File: src/rtl/uart_link.sv
// Full-duplex UART: parametrised data width, parity and stop bits, valid/ready on both sides.
// RX holds each word until taken and flags overrun, parity and framing errors.
module uart_link #(
    parameter int unsigned CLKS_PER_BIT = 234,
    parameter int unsigned DATA_BITS    = 8,
    parameter int unsigned PARITY       = 0,
    parameter int unsigned STOP_BITS    = 1
) (
    input  logic                 clk,
    input  logic                 rst,
    input  logic                 uart_rx,
    output logic                 uart_tx,
    input  logic [DATA_BITS-1:0] tx_data,
    input  logic                 tx_valid,
    output logic                 tx_ready,
    output logic [DATA_BITS-1:0] rx_data,
    output logic                 rx_valid,
    input  logic                 rx_ready,
    output logic                 rx_parity_err,
    output logic                 rx_frame_err,
    output logic                 rx_overrun
);

    localparam int unsigned CW = $clog2(CLKS_PER_BIT) + 1;
    localparam int unsigned BW = 4;
    localparam logic [CW-1:0] FULL_LD   = CW'(CLKS_PER_BIT - 1);
    localparam logic [CW-1:0] HALF_LD   = CW'(CLKS_PER_BIT / 2 - 1);
    localparam logic [BW-1:0] LAST_DATA = BW'(DATA_BITS - 1);
    localparam logic [BW-1:0] LAST_STOP = BW'(STOP_BITS - 1);
    localparam bit            HAS_PAR   = (PARITY != 0);

    localparam logic [2:0] TX_IDLE   = 3'd0;
    localparam logic [2:0] TX_START  = 3'd1;
    localparam logic [2:0] TX_DATA   = 3'd2;
    localparam logic [2:0] TX_PARITY = 3'd3;
    localparam logic [2:0] TX_STOP   = 3'd4;

    localparam logic [2:0] RX_IDLE   = 3'd0;
    localparam logic [2:0] RX_START  = 3'd1;
    localparam logic [2:0] RX_DATA   = 3'd2;
    localparam logic [2:0] RX_PARITY = 3'd3;
    localparam logic [2:0] RX_STOP   = 3'd4;
    localparam logic [2:0] RX_WAIT_H = 3'd5;

    function automatic logic parity_of(input logic [DATA_BITS-1:0] d);
        return (PARITY == 1) ? ~(^d) : (^d);
    endfunction

    logic [2:0]           tx_state_q, tx_state_d;
    logic [CW-1:0]        tx_cnt_q, tx_cnt_d;
    logic [BW-1:0]        tx_bit_q, tx_bit_d;
    logic [DATA_BITS-1:0] tx_shift_q, tx_shift_d;
    logic                 tx_par_q, tx_par_d;
    logic                 tx_line_q, tx_line_d;
    logic                 tx_ready_q, tx_ready_d;
    logic                 tx_tick_c;

    logic                 rx_meta_q, rxs_q;
    logic [2:0]           rx_state_q, rx_state_d;
    logic [CW-1:0]        rx_cnt_q, rx_cnt_d;
    logic [BW-1:0]        rx_bit_q, rx_bit_d;
    logic [DATA_BITS-1:0] rx_shift_q, rx_shift_d;
    logic                 rx_perr_q, rx_perr_d;
    logic                 rx_ferr_q, rx_ferr_d;
    logic [DATA_BITS-1:0] rx_data_q, rx_data_d;
    logic                 rx_valid_q, rx_valid_d;
    logic                 rx_perr_out_q, rx_perr_out_d;
    logic                 rx_ferr_out_q, rx_ferr_out_d;
    logic                 rx_ovr_q, rx_ovr_d;
    logic                 rx_tick_c, rx_done_c;

    assign tx_tick_c = (tx_cnt_q == '0);
    assign rx_tick_c = (rx_cnt_q == '0);

    // Transmitter: one bit per CLKS_PER_BIT, data shifted out LSB first
    always_comb begin
        tx_state_d = tx_state_q;
        tx_cnt_d   = tx_cnt_q;
        tx_bit_d   = tx_bit_q;
        tx_shift_d = tx_shift_q;
        tx_par_d   = tx_par_q;
        tx_line_d  = tx_line_q;
        tx_ready_d = tx_ready_q;
        case (tx_state_q)
            TX_IDLE: begin
                if (tx_valid && tx_ready_q) begin
                    tx_shift_d = tx_data;
                    tx_par_d   = parity_of(tx_data);
                    tx_line_d  = 1'b0;
                    tx_ready_d = 1'b0;
                    tx_cnt_d   = FULL_LD;
                    tx_state_d = TX_START;
                end
            end
            TX_START, TX_DATA: begin
                if (!tx_tick_c) begin
                    tx_cnt_d = tx_cnt_q - CW'(1);
                end else begin
                    tx_cnt_d = FULL_LD;
                    if (tx_state_q == TX_DATA && tx_bit_q == LAST_DATA) begin
                        tx_bit_d   = '0;
                        tx_line_d  = HAS_PAR ? tx_par_q : 1'b1;
                        tx_state_d = HAS_PAR ? TX_PARITY : TX_STOP;
                    end else begin
                        if (tx_state_q == TX_DATA) begin
                            tx_bit_d = tx_bit_q + BW'(1);
                        end else begin
                            tx_bit_d = '0;
                        end
                        tx_line_d  = tx_shift_q[0];
                        tx_shift_d = tx_shift_q >> 1;
                        tx_state_d = TX_DATA;
                    end
                end
            end
            TX_PARITY: begin
                if (!tx_tick_c) begin
                    tx_cnt_d = tx_cnt_q - CW'(1);
                end else begin
                    tx_cnt_d   = FULL_LD;
                    tx_bit_d   = '0;
                    tx_line_d  = 1'b1;
                    tx_state_d = TX_STOP;
                end
            end
            TX_STOP: begin
                if (!tx_tick_c) begin
                    tx_cnt_d = tx_cnt_q - CW'(1);
                end else if (tx_bit_q == LAST_STOP) begin
                    tx_bit_d   = '0;
                    tx_ready_d = 1'b1;
                    tx_state_d = TX_IDLE;
                end else begin
                    tx_bit_d = tx_bit_q + BW'(1);
                    tx_cnt_d = FULL_LD;
                end
            end
            default: begin
                tx_state_d = TX_IDLE;
                tx_line_d  = 1'b1;
                tx_ready_d = 1'b1;
            end
        endcase
    end

    // Receiver: half-bit start check, then mid-bit samples every CLKS_PER_BIT
    always_comb begin
        rx_state_d    = rx_state_q;
        rx_cnt_d      = rx_cnt_q;
        rx_bit_d      = rx_bit_q;
        rx_shift_d    = rx_shift_q;
        rx_perr_d     = rx_perr_q;
        rx_ferr_d     = rx_ferr_q;
        rx_data_d     = rx_data_q;
        rx_valid_d    = rx_valid_q;
        rx_perr_out_d = rx_perr_out_q;
        rx_ferr_out_d = rx_ferr_out_q;
        rx_ovr_d      = 1'b0;
        rx_done_c     = 1'b0;
        if (rx_state_q != RX_IDLE && rx_state_q != RX_WAIT_H && !rx_tick_c) begin
            rx_cnt_d = rx_cnt_q - CW'(1);
        end
        case (rx_state_q)
            RX_IDLE: begin
                if (!rxs_q) begin
                    rx_cnt_d   = HALF_LD;
                    rx_state_d = RX_START;
                end
            end
            RX_START: begin
                if (rx_tick_c) begin
                    rx_cnt_d   = FULL_LD;
                    rx_bit_d   = '0;
                    rx_perr_d  = 1'b0;
                    rx_ferr_d  = 1'b0;
                    rx_state_d = rxs_q ? RX_IDLE : RX_DATA;
                end
            end
            RX_DATA: begin
                if (rx_tick_c) begin
                    rx_cnt_d   = FULL_LD;
                    rx_shift_d = {rxs_q, rx_shift_q[DATA_BITS-1:1]};
                    if (rx_bit_q == LAST_DATA) begin
                        rx_bit_d   = '0;
                        rx_state_d = HAS_PAR ? RX_PARITY : RX_STOP;
                    end else begin
                        rx_bit_d = rx_bit_q + BW'(1);
                    end
                end
            end
            RX_PARITY: begin
                if (rx_tick_c) begin
                    rx_cnt_d   = FULL_LD;
                    rx_perr_d  = (rxs_q != parity_of(rx_shift_q));
                    rx_state_d = RX_STOP;
                end
            end
            RX_STOP: begin
                if (rx_tick_c) begin
                    rx_cnt_d  = FULL_LD;
                    rx_ferr_d = rx_ferr_q | ~rxs_q;
                    if (rx_bit_q == LAST_STOP) begin
                        rx_bit_d   = '0;
                        rx_done_c  = 1'b1;
                        rx_state_d = rx_ferr_d ? RX_WAIT_H : RX_IDLE;
                    end else begin
                        rx_bit_d = rx_bit_q + BW'(1);
                    end
                end
            end
            RX_WAIT_H: begin
                if (rxs_q) begin
                    rx_state_d = RX_IDLE;
                end
            end
            default: rx_state_d = RX_IDLE;
        endcase
        // A completion coinciding with a take replaces the held word without overrun
        if (rx_done_c) begin
            if (!rx_valid_q || rx_ready) begin
                rx_data_d     = rx_shift_q;
                rx_perr_out_d = rx_perr_d;
                rx_ferr_out_d = rx_ferr_d;
                rx_valid_d    = 1'b1;
            end else begin
                rx_ovr_d = 1'b1;
            end
        end else if (rx_valid_q && rx_ready) begin
            rx_valid_d = 1'b0;
        end
    end

    always_ff @(posedge clk) begin
        if (rst) begin
            tx_state_q    <= TX_IDLE;
            tx_cnt_q      <= '0;
            tx_bit_q      <= '0;
            tx_shift_q    <= '0;
            tx_par_q      <= 1'b0;
            tx_line_q     <= 1'b1;
            tx_ready_q    <= 1'b1;
            rx_meta_q     <= 1'b1;
            rxs_q         <= 1'b1;
            rx_state_q    <= RX_IDLE;
            rx_cnt_q      <= '0;
            rx_bit_q      <= '0;
            rx_shift_q    <= '0;
            rx_perr_q     <= 1'b0;
            rx_ferr_q     <= 1'b0;
            rx_data_q     <= '0;
            rx_valid_q    <= 1'b0;
            rx_perr_out_q <= 1'b0;
            rx_ferr_out_q <= 1'b0;
            rx_ovr_q      <= 1'b0;
        end else begin
            tx_state_q    <= tx_state_d;
            tx_cnt_q      <= tx_cnt_d;
            tx_bit_q      <= tx_bit_d;
            tx_shift_q    <= tx_shift_d;
            tx_par_q      <= tx_par_d;
            tx_line_q     <= tx_line_d;
            tx_ready_q    <= tx_ready_d;
            rx_meta_q     <= uart_rx;
            rxs_q         <= rx_meta_q;
            rx_state_q    <= rx_state_d;
            rx_cnt_q      <= rx_cnt_d;
            rx_bit_q      <= rx_bit_d;
            rx_shift_q    <= rx_shift_d;
            rx_perr_q     <= rx_perr_d;
            rx_ferr_q     <= rx_ferr_d;
            rx_data_q     <= rx_data_d;
            rx_valid_q    <= rx_valid_d;
            rx_perr_out_q <= rx_perr_out_d;
            rx_ferr_out_q <= rx_ferr_out_d;
            rx_ovr_q      <= rx_ovr_d;
        end
    end

    assign uart_tx       = tx_line_q;
    assign tx_ready      = tx_ready_q;
    assign rx_data       = rx_data_q;
    assign rx_valid      = rx_valid_q;
    assign rx_parity_err = rx_perr_out_q;
    assign rx_frame_err  = rx_ferr_out_q;
    assign rx_overrun    = rx_ovr_q;

endmodule

File: config.mk
export PLATFORM = sky130hd
export DESIGN_NAME = uart_link
export DESIGN_NICKNAME = d
export VERILOG_FILES = /design/src/rtl/uart_link.sv
export SDC_FILE = /design/constraint.sdc
export NUM_CORES = 1
export LEC_CHECK = 0
export ABC_AREA = 1
export CORE_MARGIN = 2
export CORE_UTILIZATION = 45
export CTS_CLUSTER_DIAMETER = 30
export CTS_CLUSTER_SIZE = 16
export DETAILED_ROUTE_END_ITERATION = 6
export PLACE_DENSITY = 0.76
export SYNTH_ARGS = -nofsm -noshare
export SYNTH_HDL_FRONTEND = slang
export SYNTH_SLANG_ARGS = --single-unit
File: constraint.sdc
create_clock -name clk -period 2.73 [get_ports clk]
set_clock_uncertainty 0.1 [all_clocks]
set_input_delay 0.4095 -clock clk [delete_from_list [all_inputs] [get_ports clk]]
set_output_delay 0.4095 -clock clk [all_outputs]
set_load 0.005 [all_outputs]
==> run_results.csv, run 1 <==
group,metric,value,unit
status,outcome,"finished clean",
layout,final_cell_mix,"nand2_1 (134), inv_1 (70), dfxtp_1 (66)",
synth,synth_edf_count,0,
clock_tree,cts_resized,0,
detailed_routing,finalWirelength,6987,um
worst_setup_path,rr_worst_depth,10,
worst_setup_path,arrival,2.11,ns
detailed_routing,vias,3165,
synth,ys_types,39,
floorplanning,ios,27,
timing,rsz0062_at_grt,"no",
synth,synth_area,0.003507,mm2
timing,finalSetupTns,0,ns
clock_tree,ctsHtreeMaxLevel,3,
layout,area_growth,14.52,%
clock_tree,post-cts-setup-buffer-count,0,
synth,async_flop_share,0,%
hold_path,min_path_type,"register to register",
layout,n_antenna_cell,0,
placement,finalWeightedCongestion,0.8804,
synth,synth_area_leaders,"dfxtp_1 (38%), nand2_1 (14%), inv_1 (7.5%)",
placement,io_buffers,26,
timing,period_share,72.64,%
timing,slew_headroom,72.16,%
clock_tree,cts_tree,"yes",
grt,grt_pass1_wl,12280,um
clock_tree,clock_sinks,66,
detailed_routing,wl_per_cell,10.75,um
hold_path,hold_end,"rxs_q",
clock_tree,cts.hold.buffers_added,0,
layout,fillers,731,
hold_path,worstHoldStart,"rx_meta_q",
floorplanning,core_area,0.007647,mm2
timing,maxSlewViolCount,0,
clock_tree,cts_buffers,9,
worst_setup_path,crit_path_top_delay_cell,"dfxtp_1",
detailed_routing,postRouteAntennaNets,0,
synth,synth_top_area_cell,"dfxtp_1",
grt,antenna_found_initial,0,
run,cap_violations,0,
clock_tree,clkSlewWorstSetupHoldPaths,0.06,ns
grt,grtUsageTotal,17.51,%
worst_setup_path,cpPeakStageDelay,0.33,ns
clock_tree,clock_latency,0.35,ns
worst_setup_path,crit_chain,"inv_1, ha_1, nand3_1, nor3_1, nand2_1, nand3_2, inv_1, nand2_1, xor2_1, nor2_1",
grt,met3_usage,5.588,%
detailed_routing,routed_via_density,4.869,
floorplanning,dieWidth,92.28,um
synth,yosys_warnings,0,
timing,min_period,1.983,ns
worst_setup_path,timing.rr.end,"tx_cnt_q[2]",
grt,top_usage_layer,"met2",
synth,syn_inst,515,
grt,grt_max_degree,35,
grt,grt_pass1_vias,2895,
worst_setup_path,cp_max_fo,9,
grt,gr-usage-met1,20.76,%
grt,grt.met2_usage,30.02,%
worst_setup_path,reg2reg_slack,0.75,ns
layout,fin_util,52.52,%
synth,postSynthNetCount,535,
floorplanning,dieArea,0.008516,mm2
worst_setup_path,timing_worst_setup_path_type,"register to register",
placement,hpwl,5193,um
synth,ys.flop_type,"dfxtp_1",
detailed_routing,dr.pass1.iters,4,
clock_tree,ctsRootBufferMaster,"clkbuf_8",
worst_setup_path,start_kind,"register",
grt,grt-ovfl-total,0,
detailed_routing,route.detailed.drc,0,
hold_path,hold_depth,1,
worst_setup_path,endpoint_kind,"register",
worst_setup_path,r2r-start,"tx_cnt_q[0]",
power_and_ir_drop,ir_drop,745.8,uV
synth,ys_ff_latch,66,
timing,hold_viol_final,0,
synth,synth-seq-area-share,37.67,%
power_and_ir_drop,power.density,1071,mW/mm2
timing,tightest_slew,0.4172,ns
clock_tree,ctsLongestPathBuffers,2,
power_and_ir_drop,p_leak,0.001755,uW
synth,syn_avg_cell_area,6.810,um2
synth,synth_top_area_share,37.67,%
floorplanning,initial_core_util,45.86,%
timing,fmax,504.3,MHz
layout,final_common_cell,"nand2_1",
detailed_routing,drt_iter0_drc,104,
layout,drive_above_1_share,10.04,%
timing,setup_violations,0,
layout,finish.net_count,563,
worst_setup_path,cp.required,2.86,ns
floorplanning,row_count,32,
floorplanning,die_y,92.28,um
[worst max-delay path by stage]
stage                      startpoint            end  slack, ns  depth (start not counted)
after floorplan           rx_cnt_q[0]    rx_cnt_q[5]       0.99                         15
after global placement       rx_ready  rx_parity_err       0.82                          8
after detailed placement     tx_valid    tx_cnt_q[2]       0.78                          8
after CTS                 tx_cnt_q[0]    tx_cnt_q[2]       0.76                         10
after global routing      tx_cnt_q[0]    tx_cnt_q[2]       0.49                         10
final                     tx_cnt_q[0]    tx_cnt_q[2]       0.75                         10
[per-stage QoR]
step / total power (uW) / setup WS, ns / area [um2] / hold WS, ns / instances
floorplan: 3210 / 0.9935 / 3507 / 0.2895 / 515
global placement: 3552 / 0.8166 / 3852 / 0.2914 / 634
detailed placement: 3601 / 0.7753 / 3852 / 0.2957 / 634
CTS: 4335 / 0.7606 / 4016 / 0.3116 / 650
global route: 4740 / 0.4900 / 4016 / 0.3383 / 650
finish: 4301 / 0.7470 / 4016 / 0.3082 / 650
[cells by family after synthesis]
kind of cell    synth area share, %
flops                         37.67
simple gates                  30.18
buf+inv                       10.24
xor+xnor                      2.497
fa+ha+maj                     2.497
compound gates                16.91
[report_power, final]
group | total, uW | switching, uW | internal (uW) | leakage, uW
Sequential | 1380 | 186 | 1200 | 0.000540
Combinational | 2210 | 1430 | 780 | 0.00113
Clock | 707 | 356 | 351 | 0.0000872
[cell type report]
| type | instances | area (um2) | area share, % |
|---|---|---|---|
| multi-input cells | 359 | 1827 | 45.48 |
| flip-flops and latches | 66 | 1321 | 32.90 |
| inverters | 79 | 301.5 | 7.508 |
| repair buffers | 28 | 275.3 | 6.854 |
| clock buffers | 13 | 148.9 | 3.707 |
| well taps | 102 | 127.6 | 3.178 |
| clock inverters | 3 | 15.01 | 0.3738 |
[metal layers]
layer / up-vias / routed length [um]
li1: 1696 / -
met1: 1423 / 3251
met2: 38 / 3406
met3: 8 / 232
met4: 0 / 97
met5: - / 0
[cells in the mapped netlist, types with 2 or more instances]
library cell / number
ha_1: 7
dfxtp_1: 66
nor2_1: 38
nor2_4: 2
inv_1: 70
nand3_2: 2
a211oi_1: 6
or2_2: 3
nand2_2: 6
inv_2: 7
a21oi_1: 52
nand3_1: 22
inv_4: 2
xnor2_1: 4
nor3_1: 3
nand2_1: 134
o21ai_1: 4
xor2_1: 6
nor2_2: 11
clkbuf_1: 7
o21ai_0: 41
buf_4: 2
nand4_1: 4
[state kept, by name, summed over array words and instances (netlist names), 4 cells and up]
| name | cells |
|---|---|
| rx_cnt_q | 9 |
| tx_cnt_q | 9 |
| rx_data | 8 |
| rx_shift_q | 8 |
| tx_shift_q | 8 |
| rx_bit_q | 4 |
| tx_bit_q | 4 |
[critical path, delay by kind of cell (launching register included)]
family	cells	cell delay [ns]
simple gates	6	0.88
buf+inv	2	0.22
fa+ha+maj	1	0.16
flops	1	0.33
xor+xnor	1	0.18
(Power assumes the default switching activity.)
==> run 2, diff against run 1 <==
- clock period: 2.73 -> 1.9 ns (I/O delays scaled with it)
==> run 2 against run 1 <==
  * First-iteration DRC count rose by 78%
  * Sequential power up 44%
  * Critical endpoint is now rx_cnt_q[1]
  * Register-to-register slack got worse by 0.66 ns
  * Utilization increased by 3.3 points
  * Final area up 6.4%
  * Die area unchanged
  * Sequential share of layout area fell by 1.9 points
  * Worst hold slack improved by 0.018 ns
  * Fmax grew 9.4%
  * Count of clock-buffer cells in the layout unchanged
  * Non-clock buffer count up 13
==> run_results.csv, run 2 (synthesis gave the netlist of run 1 again) <==
group,metric,value,unit
timing,min_period,1.813,ns
clock_tree,cts_buffers,9,
worst_setup_path,cp.required,2.04,ns
worst_setup_path,arrival,1.95,ns
floorplanning,die_y,92.28,um
timing,period_share,95.43,%
floorplanning,initial_core_util,45.86,%
placement,hpwl,5204,um
detailed_routing,vias,3347,
layout,final_common_cell,"nand2_1",
grt,grt-ovfl-total,0,
layout,fillers,682,
hold_path,min_path_type,"register to register",
layout,area_growth,21.80,%
clock_tree,ctsHtreeMaxLevel,3,
timing,slew_headroom,76.00,%
timing,fmax,551.5,MHz
layout,finalInstanceArea,0.004272,mm2
layout,reg_top3,"rx_cnt_q: 9 flops, tx_cnt_q: 9 flops",
layout,n_antenna_cell,0,
worst_setup_path,crit_path_top_delay_cell,"dfxtp_2",
worst_setup_path,cp_max_fo,6,
layout,fin_util,55.86,%
detailed_routing,drt_iter0_drc,185,
timing,whs,0.3260,ns
grt,grt_max_degree,30,
clock_tree,clock_sinks,66,
worst_setup_path,start_kind,"register",
run,cap_violations,0,
detailed_routing,postRouteAntennaNets,0,
floorplanning,dieArea,0.008516,mm2
placement,finalWeightedCongestion,0.8628,
clock_tree,clock_latency,0.34,ns
grt,grtUsageTotal,18.58,%
floorplanning,row_count,32,
power_and_ir_drop,p_leak,0.001833,uW
hold_path,hold_depth,1,
worst_setup_path,timing_worst_setup_path_type,"register to register",
grt,grt_pass1_wl,12920,um
power_and_ir_drop,power.density,1628,mW/mm2
worst_setup_path,rr_worst_depth,11,
detailed_routing,dr.pass1.iters,4,
clock_tree,cts_tree,"yes",
clock_tree,clkSlewWorstSetupHoldPaths,0.07,ns
worst_setup_path,crit_buf_inv,4,
status,outcome,"finished clean",
detailed_routing,wl_per_cell,11.52,um
worst_setup_path,cpPeakStageDelay,0.35,ns
worst_setup_path,cp_num_cells,11,
floorplanning,dieWidth,92.28,um
worst_setup_path,crit_family,"compound AO/OA/AOI/OAI gates",
worst_setup_path,crit_chain,"inv_2, ha_4, inv_2, nor2_2, nand2_2, nor2_8, buf_4, buf_4, a21oi_1, nand2_1, a211oi_1",
grt,antenna_found_initial,0,
layout,drive_above_1_share,15.84,%
placement,io_buffers,26,
floorplanning,ios,27,
placement,dp_cells,638,
detailed_routing,route.detailed.drc,0,
layout,fin_cells,664,
timing,tightest_slew,0.3562,ns
worst_setup_path,reg2reg_slack,0.09,ns
timing,setup_violations,0,
layout,final_cell_mix,"nand2_1 (131), inv_1 (65), dfxtp_1 (64)",
detailed_routing,finalWirelength,7650,um
worst_setup_path,endpoint_kind,"register",
floorplanning,core_area,0.007647,mm2
detailed_routing,routed_via_density,5.041,
clock_tree,ctsRootBufferMaster,"clkbuf_8",
timing,hold_viol_final,0,
clock_tree,ctsLongestPathBuffers,2,
timing,maxSlewViolCount,0,
grt,grt_pass1_vias,3164,
placement,dpl_cell_area,0.003895,mm2
power_and_ir_drop,ir_drop,1159,uV
clock_tree,cts.hold.buffers_added,0,
layout,finish.net_count,577,
timing,rsz0062_at_grt,"yes",
run 2: changes by cell type in the layout (fill, tap and decap cells not counted), moves of 3 or more:
cell / delta
buf_4: +11
clkinv_2: -3
clkinvlp_4: +5
inv_1: -5
nand2_1: -3
nor2_1: -3
run 2: routing by layer:
layer	vias up	track usage, %	wire length [um]
li1	1722	-	-
met1	1541	21.36	3415
met2	78	31.92	3844
met3	6	6.902	330
met4	0	5.970	60
met5	-	0	0
run 2: report_power, final:
group	internal, uW	leakage, uW	switching, uW
clock	581	0.0000879	548
sequential	1720	0.000540	264
combinational	1500	0.00120	2340
run 2: cell type report:
| type | count | area [um2] | area share (%) |
|---|---|---|---|
| Timing Repair inverter | 1 | 5.005 | 0.1172 |
| Inverter | 79 | 321.6 | 7.528 |
| Clock inverter | 3 | 22.52 | 0.5272 |
| Sequential cell | 66 | 1324 | 30.99 |
| Timing Repair Buffer | 41 | 397.9 | 9.315 |
| Tap cell | 102 | 127.6 | 2.988 |
| Multi-Input combinational cell | 359 | 1904 | 44.58 |
| Clock buffer | 13 | 168.9 | 3.954 |
run 2: worst paths after layout:
kind               startpoint          end
hold / removal      rx_meta_q        rxs_q
setup / recovery  rx_cnt_q[1]  rx_cnt_q[1]
setup reg to reg  rx_cnt_q[1]  rx_cnt_q[1]
hold reg to reg     rx_meta_q        rxs_q
run 2: through the flow:
step           total power, uW  worst slack (ns)  TNS (ns)
3_5_place_dp              5223           0.03778         0
6_report                  6954           0.08676         0
5_1_grt                   7566          -0.03365  -0.05950
3_3_place_gp              5129            0.1180         0
2_1_floorplan             4613            0.1635         0
4_1_cts                   6382           0.03575         0
run 2: timing repair:
action                     4_1_cts  5_1_grt
setup endpoints to repair        0       50
buffers inserted                 0        9
gates resized for setup          0       31
==> run 3, diff against run 2 <==
- SETUP_SLACK_MARGIN: unset -> 0.4
==> run 3 against run 2 <==
  * Setup slack worse by 0.065 ns
  * Critical endpoint is now rx_cnt_q[5]
  * Cell count up 6.0%
  * Combinational power up 60%
  * Highest routed layer unchanged
  * First-iteration DRC count up 24%
  * Flip-flop and latch count did not move
  * Die area unchanged
  * Wire length rose by 40%
  * Final area increased by 24%
==> run_results.csv, run 3 (synthesis gave the netlist of run 1 again) <==
group,metric,value,unit
placement,finalWeightedCongestion,0.9086,
power_and_ir_drop,p_leak,0.002274,uW
layout,final_common_cell,"nand2_1",
grt,grt.met2_usage,42.10,%
grt,antenna_found_initial,0,
grt,grt_max_degree,30,
detailed_routing,postRouteAntennaNets,0,
grt,met3_usage,4.684,%
clock_tree,ctsLongestPathBuffers,2,
power_and_ir_drop,ir_drop,1264,uV
detailed_routing,vias,3727,
layout,drive_above_1_share,41.69,%
timing,maxSlewViolCount,0,
detailed_routing,route.detailed.drc,0,
clock_tree,ctsHtreeMaxLevel,3,
worst_setup_path,reg2reg_slack,0.02,ns
timing,setup_violations,0,
floorplanning,die_y,92.28,um
detailed_routing,drt_iter0_drc,230,
worst_setup_path,crit_path_start,"rx_cnt_q[1]",
grt,grt_pass1_vias,3459,
timing,tightest_slew,0.5666,ns
timing,min_period,1.878,ns
worst_setup_path,crit_end,"rx_cnt_q[5]",
status,outcome,"finished clean",
placement,io_buffers,26,
grt,grt_pass1_wl,15570,um
worst_setup_path,cp.required,2.04,ns
timing,fmax,532.4,MHz
detailed_routing,dr.pass1.iters,5,
clock_tree,clock_sinks,66,
grt,grt-ovfl-total,0,
grt,grtUsageTotal,22.76,%
detailed_routing,wl_per_cell,15.19,um
floorplanning,dieWidth,92.28,um
worst_setup_path,rr_worst_depth,15,
clock_tree,clkSlewWorstSetupHoldPaths,0.07,ns
detailed_routing,finalWirelength,10690,um
grt,top_usage_layer,"met2",
detailed_routing,routed_via_density,5.294,
timing,slew_headroom,62.09,%
timing,period_share,98.85,%
timing,hold_viol_final,0,
layout,finish.net_count,618,
floorplanning,initial_core_util,45.86,%
worst_setup_path,cp_max_fo,8,
layout,n_antenna_cell,0,
placement,dp_cells,636,
power_and_ir_drop,power.density,1816,mW/mm2
layout,fin_cells,704,
worst_setup_path,timing_worst_setup_path_type,"register to register",
grt,gr-usage-met1,25.72,%
clock_tree,clock_latency,0.34,ns
layout,fillers,564,
timing,rsz0062_at_grt,"yes",
layout,area_growth,50.98,%
clock_tree,cts.hold.buffers_added,0,
worst_setup_path,endpoint_kind,"register",
layout,final_cell_mix,"nand2_1 (99), inv_1 (51), dfxtp_1 (48)",
worst_setup_path,timing.rr.end,"rx_cnt_q[5]",
floorplanning,row_count,32,
clock_tree,ctsRootBufferMaster,"clkbuf_8",
floorplanning,ios,27,
clock_tree,cts_buffers,9,
timing,finalSetupTns,0,ns
worst_setup_path,arrival,2.02,ns
layout,reg_top3,"rx_cnt_q: 9 flops, tx_cnt_q: 9 flops",
timing,whs,0.3156,ns
worst_setup_path,start_kind,"register",
clock_tree,cts_tree,"yes",
floorplanning,core_area,0.007647,mm2
worst_setup_path,r2r-start,"rx_cnt_q[1]",
run,cap_violations,0,
placement,hpwl,5343,um
hold_path,min_path_type,"register to register",
floorplanning,dieArea,0.008516,mm2
-- run 3: worst min path at each step --
stage	end	from	slack, ns	depth (start not counted)
floorplan	rx_meta_q	uart_rx	0.29	1
global route	rxs_q	rx_meta_q	0.33	1
finish	rxs_q	rx_meta_q	0.32	1
CTS	rxs_q	rx_meta_q	0.32	1
detailed placement	rxs_q	rx_meta_q	0.31	1
global placement	rxs_q	rx_meta_q	0.31	1
-- run 3: final cells by class --
cell class	count	area, um2	share of cell area, %
repair buffers	81	808.3	15.26
inverters	79	334.1	6.309
well taps	102	127.6	2.410
repair inverters	2	12.51	0.2363
clock buffers	13	158.9	3.001
flip-flops and latches	66	1351	25.52
clock inverters	2	60.06	1.134
multi-input cells	359	2442	46.12
-- run 3: critical path, cell delays in order, from the launching register on --
cell and delay (ns):
dfxtp_2 0.33, inv_2 0.08, ha_4 0.14, inv_2 0.05, nor2_4 0.10, nand2_4 0.07
nor2_8 0.19, inv_8 0.07, nand2_8 0.09, inv_8 0.04, nand2_2 0.06, nand2_2 0.07
o21bai_1 0.15, nand3_1 0.10, nand2_1 0.09, inv_2 0.04
-- run 3: report_power, final --
part           leakage, uW  switching, uW  internal (uW)  total [uW]
Combinational      0.00162           3490           2680        6160
Sequential        0.000547            352           1760        2110
Clock             0.000110            533            806        1340
-- run 3: what timing repair did --
item / 4_1_cts / 5_1_grt
buffers inserted: 31 / 18
resized for setup: 87 / 141
setup endpoints to repair: 76 / 64
cloned: 1 / 3
pin swaps: 22 / 42
-- run 3: stage by stage --
stage / worst slack (ns) / utilization (%) / instance area [um2] / power (uW)
after floorplan: 0.1886 / - / 3593 / 4803
after global placement: 0.09599 / 51.77 / 3959 / 5269
after detailed placement: 0.04459 / 51.77 / 3959 / 5393
after CTS: 0.1881 / 61.11 / 4673 / 7889
after global routing: -0.06854 / 69.24 / 5295 / 10210
final: 0.02179 / 69.24 / 5295 / 9614
-- run 3: layer usage --
layer	vias to the layer above	part of all wire, %
met3	21	4.0
met1	1787	39
li1	1808	-
met2	111	55
met5	-	0
met4	0	2.0
